File: src/rtl/controle_verificacao_if.sv
// Password packet type and the entry/verifier bus of the lock sequencer.
// slave is the sequencer's view; master is the keypad/verifier side.
package controle_verificacao_pkg;
  typedef logic [15:0] senhaPac_t;
endpackage

interface controle_verificacao_if #(
  parameter int NUM_SLOTS = 4
);
  import controle_verificacao_pkg::*;

  localparam int IDX_W = (NUM_SLOTS > 1) ? $clog2(NUM_SLOTS) : 1;

  logic                          senha_valid;
  senhaPac_t                     senha_in;
  senhaPac_t [NUM_SLOTS-1:0]     senhas_cad;
  logic      [NUM_SLOTS-1:0]     slot_ativo;
  logic                          vs_clr;
  logic                          vs_valid_in;
  senhaPac_t                     vs_senha_teste;
  senhaPac_t                     vs_senha_real;
  logic                          vs_senha_ok;
  logic                          vs_done;
  logic                          busy;
  logic                          acesso_ok;
  logic                          acesso_negado;
  logic      [IDX_W-1:0]         slot_match;
  logic                          bloqueado;
  logic      [3:0]               tentativas;

  modport slave (
    input  senha_valid, senha_in, senhas_cad, slot_ativo, vs_senha_ok, vs_done,
    output vs_clr, vs_valid_in, vs_senha_teste, vs_senha_real,
    output busy, acesso_ok, acesso_negado, slot_match, bloqueado, tentativas
  );

  modport master (
    output senha_valid, senha_in, senhas_cad, slot_ativo, vs_senha_ok, vs_done,
    input  vs_clr, vs_valid_in, vs_senha_teste, vs_senha_real,
    input  busy, acesso_ok, acesso_negado, slot_match, bloqueado, tentativas
  );
endinterface

File: src/rtl/controle_verificacao.sv
// Runs a latched keypad entry through the shared verifier against each active
// slot, lowest first, then issues grant/deny and enforces a timed lockout.
module controle_verificacao #(
  parameter int NUM_SLOTS       = 4,
  parameter int MAX_TENTATIVAS  = 3,
  parameter int BLOQUEIO_CICLOS = 1000,
  parameter int VS_TIMEOUT      = 64
) (
  input  logic                   clk,
  input  logic                   rst,
  controle_verificacao_if.slave  bus
);
  import controle_verificacao_pkg::*;

  localparam int IDX_W = (NUM_SLOTS > 1) ? $clog2(NUM_SLOTS) : 1;
  localparam int TMO_W = $clog2(VS_TIMEOUT + 1);
  localparam int BLK_W = $clog2(BLOQUEIO_CICLOS + 1);

  typedef enum logic [2:0] {
    IDLE, LIMPA, DISPARA, AGUARDA, PROXIMO, CONCEDIDO, NEGADO, BLOQUEIO
  } state_t;

  typedef struct packed {
    logic             found;
    logic [IDX_W-1:0] idx;
  } busca_t;

  // Lowest set bit of mask at or above inicio.
  function automatic busca_t busca(input logic [NUM_SLOTS-1:0] mask, input int inicio);
    busca_t res;
    res = '0;
    for (int i = NUM_SLOTS - 1; i >= 0; i--) begin
      if (i >= inicio && mask[i]) begin
        res.found = 1'b1;
        res.idx   = IDX_W'(i);
      end
    end
    return res;
  endfunction

  function automatic logic [3:0] sat_inc(input logic [3:0] v);
    return (v == 4'hF) ? v : v + 4'd1;
  endfunction

  state_t           state_q, state_d;
  logic [IDX_W-1:0] slot_idx_q, slot_idx_d;
  senhaPac_t        senha_teste_q, senha_teste_d;
  logic [TMO_W-1:0] tmo_q, tmo_d;
  logic [BLK_W-1:0] blk_q, blk_d;
  logic [3:0]       tent_q, tent_d;
  logic [IDX_W-1:0] match_q, match_d;
  logic             vs_clr_q, vs_clr_d;
  logic             vs_valid_q, vs_valid_d;
  logic             busy_q, busy_d;
  logic             ok_q, ok_d;
  logic             neg_q, neg_d;
  logic             bloq_q, bloq_d;
  busca_t           achado;

  always_comb begin
    state_d       = state_q;
    slot_idx_d    = slot_idx_q;
    senha_teste_d = senha_teste_q;
    tmo_d         = tmo_q;
    blk_d         = blk_q;
    tent_d        = tent_q;
    match_d       = match_q;
    achado        = '0;

    case (state_q)
      IDLE: begin
        if (bus.senha_valid && !bloq_q) begin
          senha_teste_d = bus.senha_in;
          achado        = busca(bus.slot_ativo, 0);
          slot_idx_d    = achado.idx;
          state_d       = achado.found ? LIMPA : NEGADO;
        end
      end
      LIMPA:   state_d = DISPARA;
      DISPARA: begin
        tmo_d   = '0;
        state_d = AGUARDA;
      end
      AGUARDA: begin
        // A late answer landing on the timeout cycle still counts.
        if (bus.vs_done) begin
          state_d = bus.vs_senha_ok ? CONCEDIDO : PROXIMO;
        end else if (tmo_q == TMO_W'(VS_TIMEOUT - 1)) begin
          state_d = PROXIMO;
        end else begin
          tmo_d = tmo_q + TMO_W'(1);
        end
      end
      PROXIMO: begin
        achado = busca(bus.slot_ativo, int'(slot_idx_q) + 1);
        if (achado.found) begin
          slot_idx_d = achado.idx;
          state_d    = LIMPA;
        end else begin
          state_d    = NEGADO;
        end
      end
      CONCEDIDO: state_d = IDLE;
      NEGADO: begin
        if (tent_q == 4'(MAX_TENTATIVAS)) begin
          blk_d   = BLK_W'(BLOQUEIO_CICLOS - 1);
          state_d = BLOQUEIO;
        end else begin
          state_d = IDLE;
        end
      end
      BLOQUEIO: begin
        if (blk_q == '0) begin
          tent_d  = '0;
          state_d = IDLE;
        end else begin
          blk_d   = blk_q - BLK_W'(1);
        end
      end
      default: state_d = IDLE;
    endcase

    // Counters update on entry so they are visible alongside the pulse.
    if (state_d == CONCEDIDO && state_q != CONCEDIDO) begin
      match_d = slot_idx_q;
      tent_d  = '0;
    end
    if (state_d == NEGADO && state_q != NEGADO) begin
      tent_d = sat_inc(tent_q);
    end

    vs_clr_d   = (state_d == LIMPA);
    vs_valid_d = (state_d == DISPARA);
    busy_d     = (state_d != IDLE);
    ok_d       = (state_d == CONCEDIDO);
    neg_d      = (state_d == NEGADO);
    bloq_d     = (state_d == BLOQUEIO);
  end

  always_ff @(posedge clk or posedge rst) begin
    if (rst) begin
      state_q       <= IDLE;
      slot_idx_q    <= '0;
      senha_teste_q <= '0;
      tmo_q         <= '0;
      blk_q         <= '0;
      tent_q        <= '0;
      match_q       <= '0;
      vs_clr_q      <= 1'b0;
      vs_valid_q    <= 1'b0;
      busy_q        <= 1'b0;
      ok_q          <= 1'b0;
      neg_q         <= 1'b0;
      bloq_q        <= 1'b0;
    end else begin
      state_q       <= state_d;
      slot_idx_q    <= slot_idx_d;
      senha_teste_q <= senha_teste_d;
      tmo_q         <= tmo_d;
      blk_q         <= blk_d;
      tent_q        <= tent_d;
      match_q       <= match_d;
      vs_clr_q      <= vs_clr_d;
      vs_valid_q    <= vs_valid_d;
      busy_q        <= busy_d;
      ok_q          <= ok_d;
      neg_q         <= neg_d;
      bloq_q        <= bloq_d;
    end
  end

  assign bus.vs_clr         = vs_clr_q;
  assign bus.vs_valid_in    = vs_valid_q;
  assign bus.vs_senha_teste = senha_teste_q;
  assign bus.vs_senha_real  = bus.senhas_cad[slot_idx_q];
  assign bus.busy           = busy_q;
  assign bus.acesso_ok      = ok_q;
  assign bus.acesso_negado  = neg_q;
  assign bus.slot_match     = match_q;
  assign bus.bloqueado      = bloq_q;
  assign bus.tentativas     = tent_q;

endmodule

File: src/flat_wrapper.sv
// flat-port wrapper written by rule: the top's interface ports become plain ports
module controle_verificacao_flat import controle_verificacao_pkg::*;
#(
  parameter int NUM_SLOTS       = 4,
  parameter int MAX_TENTATIVAS  = 3,
  parameter int BLOQUEIO_CICLOS = 1000,
  parameter int VS_TIMEOUT      = 64
)
  (clk, rst, bus_senha_valid, bus_senha_in, bus_senhas_cad, bus_slot_ativo, bus_vs_senha_ok, bus_vs_done, bus_vs_clr, bus_vs_valid_in, bus_vs_senha_teste, bus_vs_senha_real, bus_busy, bus_acesso_ok, bus_acesso_negado, bus_slot_match, bus_bloqueado, bus_tentativas);
  controle_verificacao_if #(.NUM_SLOTS(NUM_SLOTS)) bus_i ();
  input  logic clk;
  input  logic rst;
  input wire logic [$bits(bus_i.senha_valid)-1:0] bus_senha_valid;
  input wire logic [$bits(bus_i.senha_in)-1:0] bus_senha_in;
  input wire logic [$bits(bus_i.senhas_cad)-1:0] bus_senhas_cad;
  input wire logic [$bits(bus_i.slot_ativo)-1:0] bus_slot_ativo;
  input wire logic [$bits(bus_i.vs_senha_ok)-1:0] bus_vs_senha_ok;
  input wire logic [$bits(bus_i.vs_done)-1:0] bus_vs_done;
  output wire logic [$bits(bus_i.vs_clr)-1:0] bus_vs_clr;
  output wire logic [$bits(bus_i.vs_valid_in)-1:0] bus_vs_valid_in;
  output wire logic [$bits(bus_i.vs_senha_teste)-1:0] bus_vs_senha_teste;
  output wire logic [$bits(bus_i.vs_senha_real)-1:0] bus_vs_senha_real;
  output wire logic [$bits(bus_i.busy)-1:0] bus_busy;
  output wire logic [$bits(bus_i.acesso_ok)-1:0] bus_acesso_ok;
  output wire logic [$bits(bus_i.acesso_negado)-1:0] bus_acesso_negado;
  output wire logic [$bits(bus_i.slot_match)-1:0] bus_slot_match;
  output wire logic [$bits(bus_i.bloqueado)-1:0] bus_bloqueado;
  output wire logic [$bits(bus_i.tentativas)-1:0] bus_tentativas;
  assign bus_i.senha_valid = bus_senha_valid;
  assign bus_i.senha_in = bus_senha_in;
  assign bus_i.senhas_cad = bus_senhas_cad;
  assign bus_i.slot_ativo = bus_slot_ativo;
  assign bus_i.vs_senha_ok = bus_vs_senha_ok;
  assign bus_i.vs_done = bus_vs_done;
  assign bus_vs_clr = bus_i.vs_clr;
  assign bus_vs_valid_in = bus_i.vs_valid_in;
  assign bus_vs_senha_teste = bus_i.vs_senha_teste;
  assign bus_vs_senha_real = bus_i.vs_senha_real;
  assign bus_busy = bus_i.busy;
  assign bus_acesso_ok = bus_i.acesso_ok;
  assign bus_acesso_negado = bus_i.acesso_negado;
  assign bus_slot_match = bus_i.slot_match;
  assign bus_bloqueado = bus_i.bloqueado;
  assign bus_tentativas = bus_i.tentativas;
  controle_verificacao #(.NUM_SLOTS(NUM_SLOTS), .MAX_TENTATIVAS(MAX_TENTATIVAS), .BLOQUEIO_CICLOS(BLOQUEIO_CICLOS), .VS_TIMEOUT(VS_TIMEOUT)) u_core (.clk(clk), .rst(rst), .bus(bus_i));
endmodule
File: config.mk
export PLATFORM = sky130hd
export DESIGN_NAME = controle_verificacao_flat
export DESIGN_NICKNAME = d
export VERILOG_FILES = /design/src/rtl/controle_verificacao_if.sv /design/src/rtl/controle_verificacao.sv /design/src/flat_wrapper.sv
export SDC_FILE = /design/constraint.sdc
export NUM_CORES = 1
export LEC_CHECK = 0
export BUFFER_PORTS_ARGS = -buffer_cell sky130_fd_sc_hd__buf_2
export CORE_ASPECT_RATIO = 1.4
export CORE_MARGIN = 4
export CORE_UTILIZATION = 47
export DETAILED_ROUTE_END_ITERATION = 16
export PLACE_DENSITY = 0.9
export SYNTH_ARGS = -nofsm -noshare
export SYNTH_HDL_FRONTEND = slang
export SYNTH_SLANG_ARGS = --single-unit
File: constraint.sdc
create_clock -name clk -period 2.64 [get_ports clk]
set_input_delay 0.528 -clock clk [delete_from_list [all_inputs] [get_ports clk]]
set_output_delay 0.528 -clock clk [all_outputs]
set_load 0.005 [all_outputs]
==> results.sh <==
export IMPL_cp_cell_sequence="buf_12, mux4_2, buf_2"
export IMPL_cts_resized=0
export IMPL_maxSlewHeadroom=0.505
export IMPL_critPathMaxFanout=12
export IMPL_startpoint_type="flip-flop"
export IMPL_fp_dieW_um=73.4
export IMPL_synth_edf_count=0
export IMPL_drive_above_1_share=0.515
export IMPL_fmax_ghz=0.421
export IMPL_async_reset_ff_frac=1.00
export IMPL_antenna_found_initial=0
export IMPL_p_total_uw=3540
export IMPL_met2_usage=0.400
export IMPL_antenna_left=0
export IMPL_antenna_cells=0
export IMPL_die_area_sq_mm=0.00731
export IMPL_vias=2478
export IMPL_required_ps=2110
export IMPL_grt_busiest_layer="met2"
export IMPL_syn_nets=334
export IMPL_insertion_delay_ps=300
export IMPL_report_final_slew_viol_count=0
export IMPL_ir_worst_vdd_mv=0.642
export IMPL_drt_wirelength_per_cell_um=17.1
export IMPL_fp_row_count=33
export IMPL_ys_seq_area_frac=0.444
export IMPL_drt_iter0_drc=137
export IMPL_run_status="completed"
export IMPL_cts_buffer_depth=2
export IMPL_arrival_ps=1850
export IMPL_areaGrowthSynthToFinish_pct=30.5
export IMPL_max_cap_violations=0
export IMPL_cpMaxStageDelayCell="dfrtp_1"
export IMPL_rsz0062_at_grt="no"
export IMPL_yosysMostFrequentCell="dfrtp_1"
export IMPL_nNetsFinal=468
export IMPL_leakage_uw=0.00179
export IMPL_fin_crit_sh=0.900
export IMPL_hpwl_mm=6.15
export IMPL_numClockSinks=50
export IMPL_synth_distinct_cells=54
export IMPL_synth_area_leaders="dfrtp_1, mux4_2, mux2_2, nand2_1, xnor2_1"
export IMPL_firstDrtPassIters=4
export IMPL_portBuffers=132
export IMPL_cts_tree="done"
export IMPL_post_route_drc_count=0
export IMPL_reg2reg_from="u_core.bus.tentativas[0]"
export IMPL_grt_ovfl_total=0
export IMPL_yosysTopAreaCellShare=0.444
export IMPL_grt_usage=0.209
export IMPL_die_h_um=99.6
export IMPL_core_area_sq_mm=0.00582
export IMPL_start_util=0.484
export IMPL_post_place_ws_ps=339
export IMPL_critical_path_class="reg -> out"
export IMPL_synth_largest_area_cell="dfrtp_1"
export IMPL_synth_seq_cells=50
export IMPL_post_cts_buffers=0
export IMPL_worst_pin_slew_ps=740
export IMPL_hold_viol_final=0
export IMPL_critPathCaptureType="output port"
export IMPL_grt_pass1_wl_mm=11.9
export IMPL_clkTransAtPathRegs_ps=90
export IMPL_gp_congestion=0.930
export IMPL_worst_hold_path_type="in -> async"
export IMPL_grt_pass1_vias=2537
export IMPL_setup_viol_count_final=0
export IMPL_postCtsHoldBufs=0
export IMPL_h_tree_depth=2
export IMPL_syn_area_sq_mm=0.00282
export IMPL_synth_common_cells="dfrtp_1, mux2_2, nand2_1"
export IMPL_grt_use_met3=0.0364
export IMPL_slowest_delay_ps=670
export IMPL_finalWorstSetupSlack_ps=264
export IMPL_timing_setup_tns_ps=0
export IMPL_grt_start_max_net_pins=33
export IMPL_setup_worst_path_start="u_core.slot_idx_q[0]"
export IMPL_root_buffer="clkbuf_8"
export IMPL_fin_worst_skew_ps=13.2
export IMPL_layout_min_cycle_time_ps=2380
export IMPL_ios=133
export IMPL_syn_inst=242
export IMPL_p_per_area_mw_per_mm2=964
export IMPL_yosysWarningCount=0
export IMPL_synth_ff_type="dfrtp_1"
export IMPL_numCtsBuffers=5
export IMPL_met1_usage=0.220
export IMPL_syn_area_per_cell_sq_um=11.6
export IMPL_vias_per_cell=5.54
export IMPL_routed_wl_mm=7.66
per-stage QoR:
| stage | util | instances | hold WS, ps | area [sq um] |
|---|---|---|---|---|
| floorplan | - | 242 | 463 | 2820 |
| CTS | 0.631 | 447 | 329 | 3670 |
| finish | 0.631 | 447 | 304 | 3670 |
| global placement | 0.614 | 439 | 482 | 3570 |
| global route | 0.631 | 447 | 361 | 3670 |
| detailed placement | 0.614 | 439 | 488 | 3570 |
final cells by class:
type	instances	area [sq um]
Inverter	12	45.0
Clock buffer	6	82.6
Timing Repair Buffer	138	718
Multi-Input combinational cell	169	1470
Sequential cell	50	1250
Tap cell	70	87.6
Fill cell	465	2150
Clock inverter	2	16.3
routing by layer:
| metal | vias up | wire length [um] |
|---|---|---|
| met2 | 115 | 4190 |
| li1 | 1175 | - |
| met3 | 19 | 701 |
| met5 | - | 0 |
| met1 | 1169 | 2570 |
| met4 | 0 | 206 |
cells in the final DEF (no fill, tap or decap), drive strengths merged, types with 2 or more instances in the layout:
master	n
buf	138
dfrtp	50
nand2	20
mux2	19
mux4	16
inv	13
nor2	12
o21ai	10
a21oi	9
o31ai	7
xnor2	6
nand3	6
clkbuf	6
nand2b	5
xor2	4
nor2b	4
nor3	3
a21o	3
a211oi	3
ha	3
or4	3
and3	2
or3	2
and2	2
nor3b	2
nor4	2
o22ai	2
a21boi	2
a31oi	2
mux2i	2
a2111oi	2
cells by family after synthesis:
group	count (synthesis)	share of synthesized area
adders and majority gates	3	0.0133
muxes	37	0.211
xor gates and xnor gates	10	0.0311
AOI/OAI and AO/OA	49	0.132
DFF	50	0.444
and+or+nand+nor	70	0.136
buffers and inverters	23	0.0324
sequential cells by signal (all words and copies together) (netlist names):
signal                     count
u_core.blk_q                  10
u_core.bus.acesso_ok           1
u_core.slot_idx_q              2
u_core.bus.tentativas          4
u_core.bus.slot_match          2
u_core.state_q                 3
u_core.bus.vs_valid_in         1
u_core.bus.busy                1
u_core.bus.vs_clr              1
u_core.tmo_q                   7
u_core.bus.acesso_negado       1
u_core.bus.bloqueado           1
u_core.bus.vs_senha_teste     16
critical path, delay by kind of cell (launching register included):
kind	cells	cell delay, ps
flops	1	670
mux	1	510
buf+inv	2	360
final timing paths:
check                                               end  slack, ps  cells after the start
max in group asynchronous      u_core.bus.tentativas[0]       1760                      3
min in group clk           u_core.bus.vs_senha_teste[2]        450                      2
max                                bus_vs_senha_real[3]        260                      3
min                                u_core.bus.acesso_ok        300                      2
min reg2reg                u_core.bus.vs_senha_teste[1]        510                      1
max reg2reg                             u_core.blk_q[7]        340                      6
power by group:
part,switching [uW],leakage (uW),internal [uW],total (uW)
logic,746,0.00112,923,1670
registers,328,0.000626,1070,1400
clock network,257,0.0000478,216,473
total,1330,0.00179,2210,3540
Power figures use the tool's default switching activity.
